<file path="src/rtl/neuron_accumulator_pkg.sv">
// Shared definitions for the neuron dot-product accumulator: FSM encoding and
// the rounding shift that maps the full-precision sum onto the output format.
package neuron_accumulator_pkg;

  typedef enum logic [1:0] {
    ST_ACCUM = 2'd0,
    ST_DRAIN = 2'd1,
    ST_OUT   = 2'd2
  } state_t;

  // Products carry 2*data_f fraction bits; the result keeps w_out-out_i of them.
  function automatic int round_shift(input int data_f, input int w_out, input int out_i);
    return 2 * data_f - (w_out - out_i);
  endfunction

endpackage

</file>
<file path="src/rtl/round_saturate.sv">
// Combinational round-half-up and saturate of a signed fixed-point value
// down to a W_OUT-bit two's complement result.
module round_saturate #(
  parameter int W_IN  = 25,
  parameter int SHIFT = 7,
  parameter int W_OUT = 8
) (
  input  logic signed [W_IN-1:0]  in_val,
  output logic        [W_OUT-1:0] out_val,
  output logic                    out_sat
);

  // One spare bit absorbs the rounding bias; a negative shift needs room to grow left.
  localparam int W_R = W_IN + 1 + ((SHIFT < 0) ? -SHIFT : 0);
  localparam logic signed [W_R-1:0] MAX_V = {{(W_R-W_OUT+1){1'b0}}, {(W_OUT-1){1'b1}}};
  localparam logic signed [W_R-1:0] MIN_V = ~MAX_V;

  logic signed [W_R-1:0] in_ext;
  logic signed [W_R-1:0] rounded;

  assign in_ext = W_R'(in_val);

  generate
    if (SHIFT > 0) begin : g_round
      localparam logic signed [W_R-1:0] HALF = W_R'(1) << (SHIFT - 1);
      assign rounded = (in_ext + HALF) >>> SHIFT;
    end else begin : g_shift_left
      assign rounded = in_ext <<< (-SHIFT);
    end
  endgenerate

  always_comb begin
    out_val = rounded[W_OUT-1:0];
    out_sat = 1'b0;
    if (rounded > MAX_V) begin
      out_val = MAX_V[W_OUT-1:0];
      out_sat = 1'b1;
    end else if (rounded < MIN_V) begin
      out_val = MIN_V[W_OUT-1:0];
      out_sat = 1'b1;
    end
  end

endmodule

</file>
<file path="src/rtl/neuron_accumulator.sv">
// Multiply-accumulate of N_TERMS activation/weight pairs with a registered
// product stage, then round/saturate into the tanh stage's input format.
module neuron_accumulator
  import neuron_accumulator_pkg::*;
#(
  parameter int W_DATA  = 8,
  parameter int DATA_F  = 6,
  parameter int N_TERMS = 4,
  parameter int W_ACC   = 24,
  parameter int W_OUT   = 8,
  parameter int OUT_I   = 3
) (
  input  logic                     clock,
  input  logic                     resetn,
  input  logic                     in_valid,
  output logic                     in_ready,
  input  logic signed [W_DATA-1:0] in_x,
  input  logic signed [W_DATA-1:0] in_w,
  output logic                     out_valid,
  input  logic                     out_ready,
  output logic        [W_OUT-1:0]  out_data,
  output logic                     out_sat
);

  localparam int W_P   = 2 * W_DATA;
  localparam int SHIFT = round_shift(DATA_F, W_OUT, OUT_I);
  localparam int CNT_W = (N_TERMS > 1) ? $clog2(N_TERMS) : 1;

  state_t                    state_q, state_d;
  logic        [CNT_W-1:0]   cnt_q, cnt_d;
  logic signed [W_P-1:0]     prod_q, prod_d;
  logic                      prod_valid_q, prod_valid_d;
  logic signed [W_ACC-1:0]   acc_q, acc_d;
  logic        [W_OUT-1:0]   out_data_q, out_data_d;
  logic                      out_sat_q, out_sat_d;

  logic signed [W_P-1:0]     x_ext, w_ext;
  logic signed [W_ACC-1:0]   prod_ext, sum;
  logic        [W_OUT-1:0]   rs_data;
  logic                      rs_sat;
  logic                      in_fire, out_fire;

  assign in_ready  = (state_q == ST_ACCUM);
  assign out_valid = (state_q == ST_OUT);
  assign in_fire   = in_valid && in_ready;
  assign out_fire  = out_valid && out_ready;
  assign out_data  = out_data_q;
  assign out_sat   = out_sat_q;

  assign x_ext    = W_P'(in_x);
  assign w_ext    = W_P'(in_w);
  assign prod_ext = prod_valid_q ? W_ACC'(prod_q) : '0;
  assign sum      = acc_q + prod_ext;

  // In DRAIN, sum already includes the final product still sitting in prod_q.
  round_saturate #(
    .W_IN (W_ACC),
    .SHIFT(SHIFT),
    .W_OUT(W_OUT)
  ) u_round_saturate (
    .in_val (sum),
    .out_val(rs_data),
    .out_sat(rs_sat)
  );

  always_comb begin
    state_d      = state_q;
    cnt_d        = cnt_q;
    acc_d        = sum;
    prod_d       = in_fire ? (x_ext * w_ext) : prod_q;
    prod_valid_d = in_fire;
    out_data_d   = out_data_q;
    out_sat_d    = out_sat_q;
    case (state_q)
      ST_ACCUM: begin
        if (in_fire) begin
          if (cnt_q == CNT_W'(N_TERMS - 1)) begin
            cnt_d   = '0;
            state_d = ST_DRAIN;
          end else begin
            cnt_d = cnt_q + CNT_W'(1);
          end
        end
      end
      ST_DRAIN: begin
        out_data_d = rs_data;
        out_sat_d  = rs_sat;
        state_d    = ST_OUT;
      end
      ST_OUT: begin
        if (out_fire) begin
          acc_d   = '0;
          state_d = ST_ACCUM;
        end
      end
      default: state_d = ST_ACCUM;
    endcase
  end

  always_ff @(posedge clock or negedge resetn) begin
    if (!resetn) begin
      state_q      <= ST_ACCUM;
      cnt_q        <= '0;
      prod_q       <= '0;
      prod_valid_q <= 1'b0;
      acc_q        <= '0;
      out_data_q   <= '0;
      out_sat_q    <= 1'b0;
    end else begin
      state_q      <= state_d;
      cnt_q        <= cnt_d;
      prod_q       <= prod_d;
      prod_valid_q <= prod_valid_d;
      acc_q        <= acc_d;
      out_data_q   <= out_data_d;
      out_sat_q    <= out_sat_d;
    end
  end

endmodule

</file>
<file path="config.mk">
export PLATFORM = sky130hd
export DESIGN_NAME = neuron_accumulator
export DESIGN_NICKNAME = d
export VERILOG_FILES = /design/src/rtl/neuron_accumulator_pkg.sv /design/src/rtl/round_saturate.sv /design/src/rtl/neuron_accumulator.sv
export SDC_FILE = /design/constraint.sdc
export NUM_CORES = 1
export LEC_CHECK = 0
export ABC_AREA = 0
export BUFFER_PORTS_ARGS = -buffer_cell sky130_fd_sc_hd__clkbuf_2
export CORE_ASPECT_RATIO = 0.6
export CORE_MARGIN = 8
export CORE_UTILIZATION = 64
export CTS_CLUSTER_SIZE = 16
export DETAILED_ROUTE_END_ITERATION = 6
export GPL_TIMING_DRIVEN = 0
export MAX_ROUTING_LAYER = met4
export PLACE_DENSITY = 0.85
export SETUP_SLACK_MARGIN = 0.02
export SLEW_MARGIN = 30
export SYNTH_ARGS = -nofsm -noshare
export SYNTH_HDL_FRONTEND = slang
export SYNTH_SLANG_ARGS = --single-unit
</file>
<file path="constraint.sdc">
create_clock -name clock -period 4.7 [get_ports clock]
set_input_delay 1.41 -clock clock [delete_from_list [all_inputs] [get_ports clock]]
set_output_delay 1.41 -clock clock [all_outputs]
set_load 0.005 [all_outputs]
</file>
* Word-level counts from Yosys, hierarchy flattened
Cells that the tools add are included.
** Storage, ports and cells
- Register bits after elaboration :: 54
- Input bits :: 20
- Output and inout bits :: 11
- Logic and storage cells :: 36
** Operators by class
- Add/sub/neg operators :: 3
- $mul :: 1
- Magnitude comparators :: 2
- Equality and inequality tests :: 6
- Multiplexer cells :: 12
- Reduce and logical (&&, ||, !) cells :: 5
** Operators by type and width (number)
- $mux 24 :: 3
- $add 24x8->25 const B :: 1
- $add 24x24->24 :: 1
- $gt 18x8->1 const B :: 1
- $lt 18x8->1 const B :: 1
- $mul 8x8->16 :: 1
- $mux 8 :: 2
- $mux 2 :: 4
- $ne 2x1->1 const B :: 3
- $pmux 2 s3 :: 1
- $eq 2x2->1 const B :: 2
- $reduce_and 3->1 :: 1
- $add 2x1->2 const B :: 1
- $eq 2x1->1 const B :: 1
- $logic_and 1x1->1 :: 2
- $logic_not 2->1 :: 1
- $mux 1 :: 2
- $reduce_and 2->1 :: 1

* Depth between registers and ports, before layout
Gate-level depths: netlist (run 1).
- Depth in word-level cells :: 6
- Depth in mapped cells :: 21
- Gate-level depth less buffers :: 21

* By module
Synthesis (run 1) repeated with hierarchy kept, for this count alone.
** Second synthesis, totals
- Cell total of the unflattened synthesis :: 664
- Area total of the unflattened synthesis :: 6069.6 um^2
** Modules (own cells, without submodules)
- neuron_accumulator :: instances 1, cells each 592, area each 5589.1 um^2
- round_saturate :: instances 1, cells each 72, area each 480.5 um^2

* Least setup slack after synthesis (run 1)
No wires, ideal clock.
- Path kind :: input -> register
- Start point :: input port in_w[6]
- End point :: register prod_q[15]
- Arrival time :: 5.444 ns
- Required time :: 4.566 ns
- Path slack :: -0.878 ns
- Stages :: 18
- Buffers on the path :: 1
- Cells stage by stage :: clkbuf_1 -> nand2_1 -> fa_1 -> fa_1 -> inv_1 -> fa_1 -> fa_1 -> ha_1 -> inv_1 -> o21ai_0 -> a21oi_1 -> o21ai_0 -> a21oi_1 -> nor2b_1 -> o21a_1 -> o41ai_1 -> xnor2_1 -> o21ai_0
** On the way
- Word-level cells in the longest chain between the ends :: 1
** RTL lines
- start, declared :: RTL line neuron_accumulator.sv:18 : input logic signed [W_DATA-1:0] in_w,
- $mul 8x8->16 :: RTL line neuron_accumulator.sv:70 : prod_d = in_fire ? (x_ext * w_ext) : prod_q;
- end signal, assigned :: RTL line neuron_accumulator.sv:112 : prod_q <= prod_d;
- end, declared :: RTL line neuron_accumulator.sv:31 : logic signed [W_P-1:0] prod_q, prod_d;
No other way between the ends.
A chain may end at the register's enable or synchronous reset.

* Final worst setup path (run 1)
- Start point :: input port in_w[7]
- End point :: register prod_q[15]
The elaborated chain is that of the path after synthesis.

==> results of run 1 <==
-- area by class of cell --
class | count | area [µm²] | share of cell area
tap | 135 | 168.9 | 0.02238
timing repair buffer | 48 | 434.2 | 0.05753
clock buffer | 5 | 125.1 | 0.01658
clock inverter | 3 | 47.55 | 0.006300
antenna | 1 | 2.502 | 0.0003316
multi-input combinational | 578 | 4989 | 0.6610
inverter | 70 | 265.3 | 0.03515
buffer | 28 | 163.9 | 0.02172
sequential | 54 | 1351 | 0.1790
-- synth_stat cells (13+ instances only) --
cell type	count
inv_1	69
nand2_1	69
and2_1	60
fa_1	56
dfrtp_1	54
nor2_1	50
ha_1	47
o21ai_0	45
xnor2_1	29
a21oi_1	25
xor2_1	18
nand3_1	16
clkbuf_1	14
nand2b_1	13
-- metrics by stage --
step | hold WS (ps) | setup slack [ps] | area (µm²)
4_1_cts | 488.6 | -518.0 | 7390
6_report | 487.9 | -752.5 | 7547
5_1_grt | 521.5 | -845.7 | 7547
3_3_place_gp | 460.2 | -1023 | 6802
2_1_floorplan | 440.9 | -537.4 | 6487
3_5_place_dp | 462.6 | -1085 | 6804
-- final timing paths --
kind                                         startpoint                      end  slack (ps)  cells past startpoint
worst min register to register  out_data[7]$_DFFE_PN0N_  out_data[7]$_DFFE_PN0N_         490                      2
worst max-delay path                            in_w[7]   prod_q[15]$_DFFE_PN0P_        -750                     18
max in group asynchronous                        resetn  out_data[3]$_DFFE_PN0N_        2970                      1
worst min-delay path            out_data[7]$_DFFE_PN0N_  out_data[7]$_DFFE_PN0N_         490                      2
min in group asynchronous                        resetn  out_data[7]$_DFFE_PN0N_        1220                      1
worst max register to register   prod_valid_q$_DFF_PN0_  out_data[0]$_DFFE_PN0N_         140                     18
-- flip-flops by register name, indices dropped and copies added (netlist names) --
name and count:
out_sat 1, acc_q 24, state_q 2, prod_q 16
prod_valid_q 1, cnt_q 2, out_data 8
-- routing by layer --
layer / routed length, µm / vias up
met1: 7775 / 2904
met4: 694 / 0
met2: 8687 / 422
li1: - / 2585
met5: 0 / -
met3: 2224 / 74
-- critical path, stage by stage --
cell	delay (ps)
buf_4	190
nand2b_4	70
fa_1	520
fa_1	620
inv_2	60
fa_1	550
fa_1	450
ha_4	180
inv_2	120
o21ai_4	90
a21oi_4	160
o21ai_2	100
a21oi_2	170
nor2b_1	70
o21a_1	210
o41ai_2	310
xnor2_1	210
o21ai_1	120
-- power groups by stage --
stage | registers (mW) | clock network [mW] | logic, mW
6_report | 0.833 | 0.444 | 4.37
5_1_grt | 0.852 | 0.457 | 4.72
4_1_cts | 0.821 | 0.442 | 3.94
3_5_place_dp | 0.829 | 0 | 3.61
3_3_place_gp | 0.815 | 0 | 3.47
2_1_floorplan | 0.795 | 0 | 2.82
-- kinds of logic (layout without fill, tap and decap cells) --
family                     count (synthesis)  after routing
other                                      0              1
DFF                                       54             54
xor gates and xnor gates                  47             47
muxes                                      7              7
and+or+nand+nor                          269            269
adders and majority gates                103            103
AOI/OAI and AO/OA                        152            152
buffers and inverters                     99            154
-- repair_timing --
item                       CTS  global route
hold endpoints to repair     0             0
hold buffers                 0             0
setup endpoints to repair   14            16
setup buffers               19             6
gates resized for setup     73            36
pin swaps                   42            29
==> metrics.md, run 1 <==
| Metric | Value |
|---|---|
| DRC | 0 |
| Vias in the first global route | about 5,700 |
| Final Power | 5.650 mW |
| CP Data Arrival Time | about 5600 ps |
| All-Layer GR Usage | 0.2691 |
| IO Pins | 31 |
| Fillcell total | about 640 |
| Syn Nets | 854 |
| Status | complete, but fails checks |
| Insertion delay of the later-clocked pin in the worst-skew pair | around 300 ps |
| Clock group share of total power | 0.079 |
| CTS max path bufs | 2 |
| Tcrit/Tclk final | 1.160 |
| Leakage | approximately 3.4 nW |
| Xor and xnor area share after synthesis | 0.06427 |
| NetSw | 2.901 mW |
| Worst EP required | ~5000 ps |
| First-pass GRT wire length | 28.62 mm |
| CTS tree | built |
| Post-synth top area cell | dfrtp_1 |
| Largest family of logic cells by synthesized area | adder cells |
| Synth-to-Final Area Change | 17.84% |
| Syn Area/Cell | 8.762 µm² |
| Final hold violation count | 0 |
| Starting Density | 0.6529 |
| Initial DRT Pass Iterations | 5 |
| Worst Slack Setup Final | -752.5 ps |
| Fin Clk Skew | 9.057 ps |
| Layer with the highest usage | met2 |
| Fmax | 0.1834 GHz |
| Failing checks | negative setup slack |
| Met1 Use GR | 0.3512 |
| Post-synth top area share | 0.2110 |
| TritonCTS Sinks | 54 |
| Syn Inst Count | about 730 |
| Htree depth | 2 |
| Num CTS Buffers | 5 |
| Met3 usage | 0.08775 |
| Remaining global-route overflow | 0 |
| Pin count of the biggest net entering global routing | 55 |
| Ys flop type | dfrtp_1 |
| Antenna viol nets, final | 0 |
| Final Setup Violations | 8 |
| Commonest non-fill, non-tap cell in the layout | nand2_1 |
| Placed cell count | 895 |
| Peak supply drop | 0.4939 mV |
| Post-Synth Adder-Cell Area | 0.2668 |
| Clock transition at path regs | 80 ps |
| Met2 Track Usage GR | 0.4060 |
| Placer Congestion | between 0.9 and 1 |
| Core Region | 9809 µm² |
| Setup CP Type | in -> reg |
| Pwr Density | 748.7 nW/µm² |
| Worst Path Max Fanout | 9 |
| Setup crit start kind | input port |
| Slew headroom | 0.4711 |
| Synth Register Bits | 54 |
| Min Tclk post-route | approximately 5500 ps |
| Layout cells sized above 1 | 0.2112 |
| Distinct cells, synth | 71 |
| Logic pwr share | 0.774 |
| Worst hold-check path type | reg -> reg |
| Most frequent cells in the layout | 69 x nand2_1, 58 x inv_1, 54 x dfrtp_1 |
| Post-Synth Simple-Gate Area | 0.2155 |
| Die span in x | about 150 µm |
| Post-synthesis instance area | about 6400 µm² |
| Post-route insts no fill | 922 |
| Max cap viols | 0 |
| Sw Ratio | 0.5135 |
| Synth area leaders | dfrtp_1 21%, fa_1 18%, ha_1 9.2% |
| Pint | 2.749 mW |
| Antenna violations before repair | 1 |
| Port buffer count | 29 |
| Crit. End Element | register |
| Via density | 6.491 |
| DR WL/cell | approximately 21 µm |
| EDFF count, synth | 0 |
| Initial drt markers | 794 |
| Die Y-Extent | 93.49 µm |
| Setup TNS | -3134 ps |
| Vias | 5,985 |
| # nets final | 908 |
| Drt total wl | 19.38 mm |
| Slew at the pin closest to its max-slew limit | 793.4 ps |
| Fraction of registers with async set/reset | 1.000 |
| Seq/Total Area, Yosys | 0.2110 |
| Fin util | 0.7694 |
| RSZ-0062 raised after global routing | yes |
| Synth Area in Compound Gates | 0.1653 |
| CTS root buffer | clkbuf_16 |
| Die area | 13,570 µm² |
| Dpl hpwl | 13.32 mm |
| Synthesis Warnings | 0 |
| Core Rows | 28 |
| Multiplexer share of the synthesized area | 0.01192 |
| Max-slew violation count | 0 |
| Sequential share of power | 0.147 |
Power figures use the tool's default switching activity.
==> run 2, diff against run 1 <==
--- a/config.mk
+++ b/config.mk
@@ -7,8 +7,8 @@
 export LEC_CHECK = 0
 export ABC_AREA = 0
 export BUFFER_PORTS_ARGS = -buffer_cell sky130_fd_sc_hd__clkbuf_2
-export CORE_ASPECT_RATIO = 0.6
-export CORE_MARGIN = 8
+export CAP_MARGIN = 40
+export CORE_ASPECT_RATIO = 0.75
 export CORE_UTILIZATION = 64
 export CTS_CLUSTER_SIZE = 16
 export DETAILED_ROUTE_END_ITERATION = 6
==> run 2 against run 1 <==
Against the previous run:
- the flow still finishes with violations (negative setup slack)
- sequential power hardly changed
- routed wire length is 7.6% lower
- total power is 2.3% lower
- cell area hardly changed
- critical path type unchanged
- largest cell class unchanged
==> metrics.md, run 2 (synthesis results as in run 1) <==
| Metric | Value |
|---|---|
| Max reg flops | 24 (unchanged) |
| DRC | 0 (unchanged) |
| Die Y-Extent | 88.64 µm (-5.2%) |
| Antenna violations before repair | 1 (unchanged) |
| CP Data Arrival Time | 5530 ps (-100 ps) |
| Port buffer count | 29 (unchanged) |
| Clock transition at path regs | 80 ps (about the same) |
| Layout cells sized above 1 | 0.2109 (-0.0003373) |
| Setup CP Type | in -> reg |
| Worst Path Max Fanout | 8 (-1) |
| Fmax | 0.1867 GHz (+1.8%) |
| Final hold violation count | 0 (unchanged) |
| Slew at the pin closest to its max-slew limit | 661.4 ps (-132.0 ps) |
| Crit. End Element | register |
| TritonCTS Sinks | 54 (unchanged) |
| Vias in the first global route | 5,500 (-2.9%) |
| Initial drt markers | 609 (-23%) |
| CTS max path bufs | 2 (unchanged) |
| Pin count of the biggest net entering global routing | 55 (unchanged) |
| Dpl hpwl | 12.64 mm (-5.1%) |
| Leakage | 3.416 nW (+0.40%) |
| Fin Clk Skew | 7.128 ps (-1.929 ps) |
| Clock group share of total power | 0.072 (-0.007) |
| First-pass GRT wire length | 27.18 mm (-5.0%) |
| Worst EP required | 4880 ps (about the same) |
| Via density | 6.321 (-2.6%) |
| Num CTS Buffers | 5 (unchanged) |
| Post-route cell area | 7546 µm² (about the same) |
| Worst Slack Setup Final | -656.9 ps (+95.51 ps) |
| Sw Ratio | 0.5131 (about the same) |
| RSZ-0062 raised after global routing | yes |
| Area after DPL | 6800 µm² (about the same) |
| Max cap viols | 0 (unchanged) |
| Core Region | 9697 µm² (-1.1%) |
| Max-slew violation count | 0 (unchanged) |
| All-Layer GR Usage | 0.3468 (+0.07774) |
| Slew headroom | 0.5591 (+0.08799) |
| Pwr Density | 731.7 nW/µm² (-2.3%) |
| Pint | 2.688 mW (-2.2%) |
| Commonest non-fill, non-tap cell in the layout | nand2_1 |
| CTS tree | built |
| Htree depth | 2 (unchanged) |
| Insertion delay of the later-clocked pin in the worst-skew pair | 300 ps (about the same) |
| Remaining global-route overflow | 0 (unchanged) |
| Initial DRT Pass Iterations | 5 (unchanged) |
| Die span in x | 117.5 µm (-19%) |
| Setup crit start kind | input port |
| IO Pins | 31 (unchanged) |
| Worst hold-check path type | reg -> reg |
| Tcrit/Tclk final | 1.140 (-0.02032) |
| Starting Density | 0.6605 (+0.007582) |
| DR WL/cell | 19.36 µm (-7.9%) |
| CTS root buffer | clkbuf_16 |
| Most frequent cells in the layout | 69 x nand2_1, 61 x inv_1, 54 x dfrtp_1 |
| Peak supply drop | 0.5111 mV (+3.5%) |
| Logic pwr share | 0.777 (+0.003) |
| Drt total wl | 17.91 mm (-7.6%) |
| Sequential share of power | 0.151 (+0.004) |
| Final Setup Violations | 6 (-2) |
| Min Tclk post-route | 5357 ps (-95.51 ps) |
| Vias | 5,847 (-2.3%) |
| # nets final | 914 (+0.66%) |
| Die area | 10,420 µm² (-23%) |
| Most flops, register | acc_q |
| Placer Congestion | 0.9437 (-0.20%) |
| Antenna viol nets, final | 0 (unchanged) |
| Status | complete, but fails checks |
| Failing checks | negative setup slack |
| Setup TNS | -2700 ps (+434.8 ps) |
| NetSw | 2.833 mW (-2.3%) |
| Synth-to-Final Area Change | 17.82% (about the same) |
| Core Rows | 31 (+11%) |
-- run 2: cell count changes in the layout (fill, tap and decap cells not counted), moves of 3 or more --
cell	delta
and2_1	+3
inv_2	-3
buf_4	+6
and2_4	-3
clkbuf_8	-5
clkbuf_16	+3
inv_1	+3
-- run 2: final cells by class --
cell class                      instances  area (µm²)
Multi-Input combinational cell        578        4935
Fill cell                             619        2151
Sequential cell                        54        1351
Timing Repair Buffer                   54       511.7
Inverter                               70       265.3
Tap cell                              132       165.2
Buffer                                 28       161.4
Clock buffer                            5       125.1
Clock inverter                          3       28.78
Antenna cell                            1       2.502
-- run 2: final timing paths --
check / start / to / slack (ps) / cells after the start
min in group asynchronous: resetn / out_data[7]$_DFFE_PN0N_ / 990 / 1
max in group asynchronous: resetn / prod_q[11]$_DFFE_PN0P_ / 3230 / 2
max reg2reg: prod_valid_q$_DFF_PN0_ / out_data[2]$_DFFE_PN0N_ / 170 / 16
max: in_x[1] / prod_q[15]$_DFFE_PN0P_ / -660 / 20
min: prod_q[5]$_DFFE_PN0P_ / prod_q[5]$_DFFE_PN0P_ / 480 / 2
min reg2reg: prod_q[5]$_DFFE_PN0P_ / prod_q[5]$_DFFE_PN0P_ / 480 / 2
-- run 2: stage by stage --
stage	cells	setup WS (ps)	power [mW]	hold slack [ps]	utilization
2_1_floorplan	731	-537.4	3.614	440.9	-
3_3_place_gp	892	-984.1	4.282	460.3	0.7010
3_5_place_dp	892	-1087	4.426	467.1	0.7013
4_1_cts	912	-515.4	5.062	488.8	0.7524
5_1_grt	925	-822.8	5.914	514.3	0.7782
6_report	925	-656.9	5.522	482.0	0.7782
-- run 2: power by group through the flow --
stage / logic (mW) / clock network (mW) / registers (mW)
6_report: 4.29 / 0.400 / 0.832
5_1_grt: 4.65 / 0.418 / 0.847
4_1_cts: 3.84 / 0.400 / 0.822
3_5_place_dp: 3.60 / 0 / 0.830
3_3_place_gp: 3.46 / 0 / 0.820
2_1_floorplan: 2.82 / 0 / 0.795
-- run 2: routing by layer --
layer | track usage | vias to the layer above | part of all wire
met1 | 0.4858 | 2863 | 0.42
met2 | 0.5315 | 343 | 0.46
li1 | - | 2591 | -
met5 | - | - | 0
met3 | 0.06186 | 50 | 0.098
met4 | 0.07343 | 0 | 0.021
-- run 2: what timing repair did --
action                     in CTS  in global routing
setup endpoints to repair      14                 16
pin swaps                      33                 42
gates resized for setup        57                 42
setup buffers                  12                 13
hold buffers                    0                  0
-- run 2: critical path, cell delays in order --
cell	delay [ps]
clkbuf_16	140
and2_4	160
fa_2	580
ha_4	200
ha_1	280
inv_2	40
fa_1	530
inv_1	70
ha_1	290
a21o_1	220
a21oi_4	160
o21ai_2	90
a21oi_2	180
o21ai_1	110
a21oi_2	170
nor2b_1	70
o21a_1	220
o41ai_2	320
xnor2_1	190
o21ai_1	110
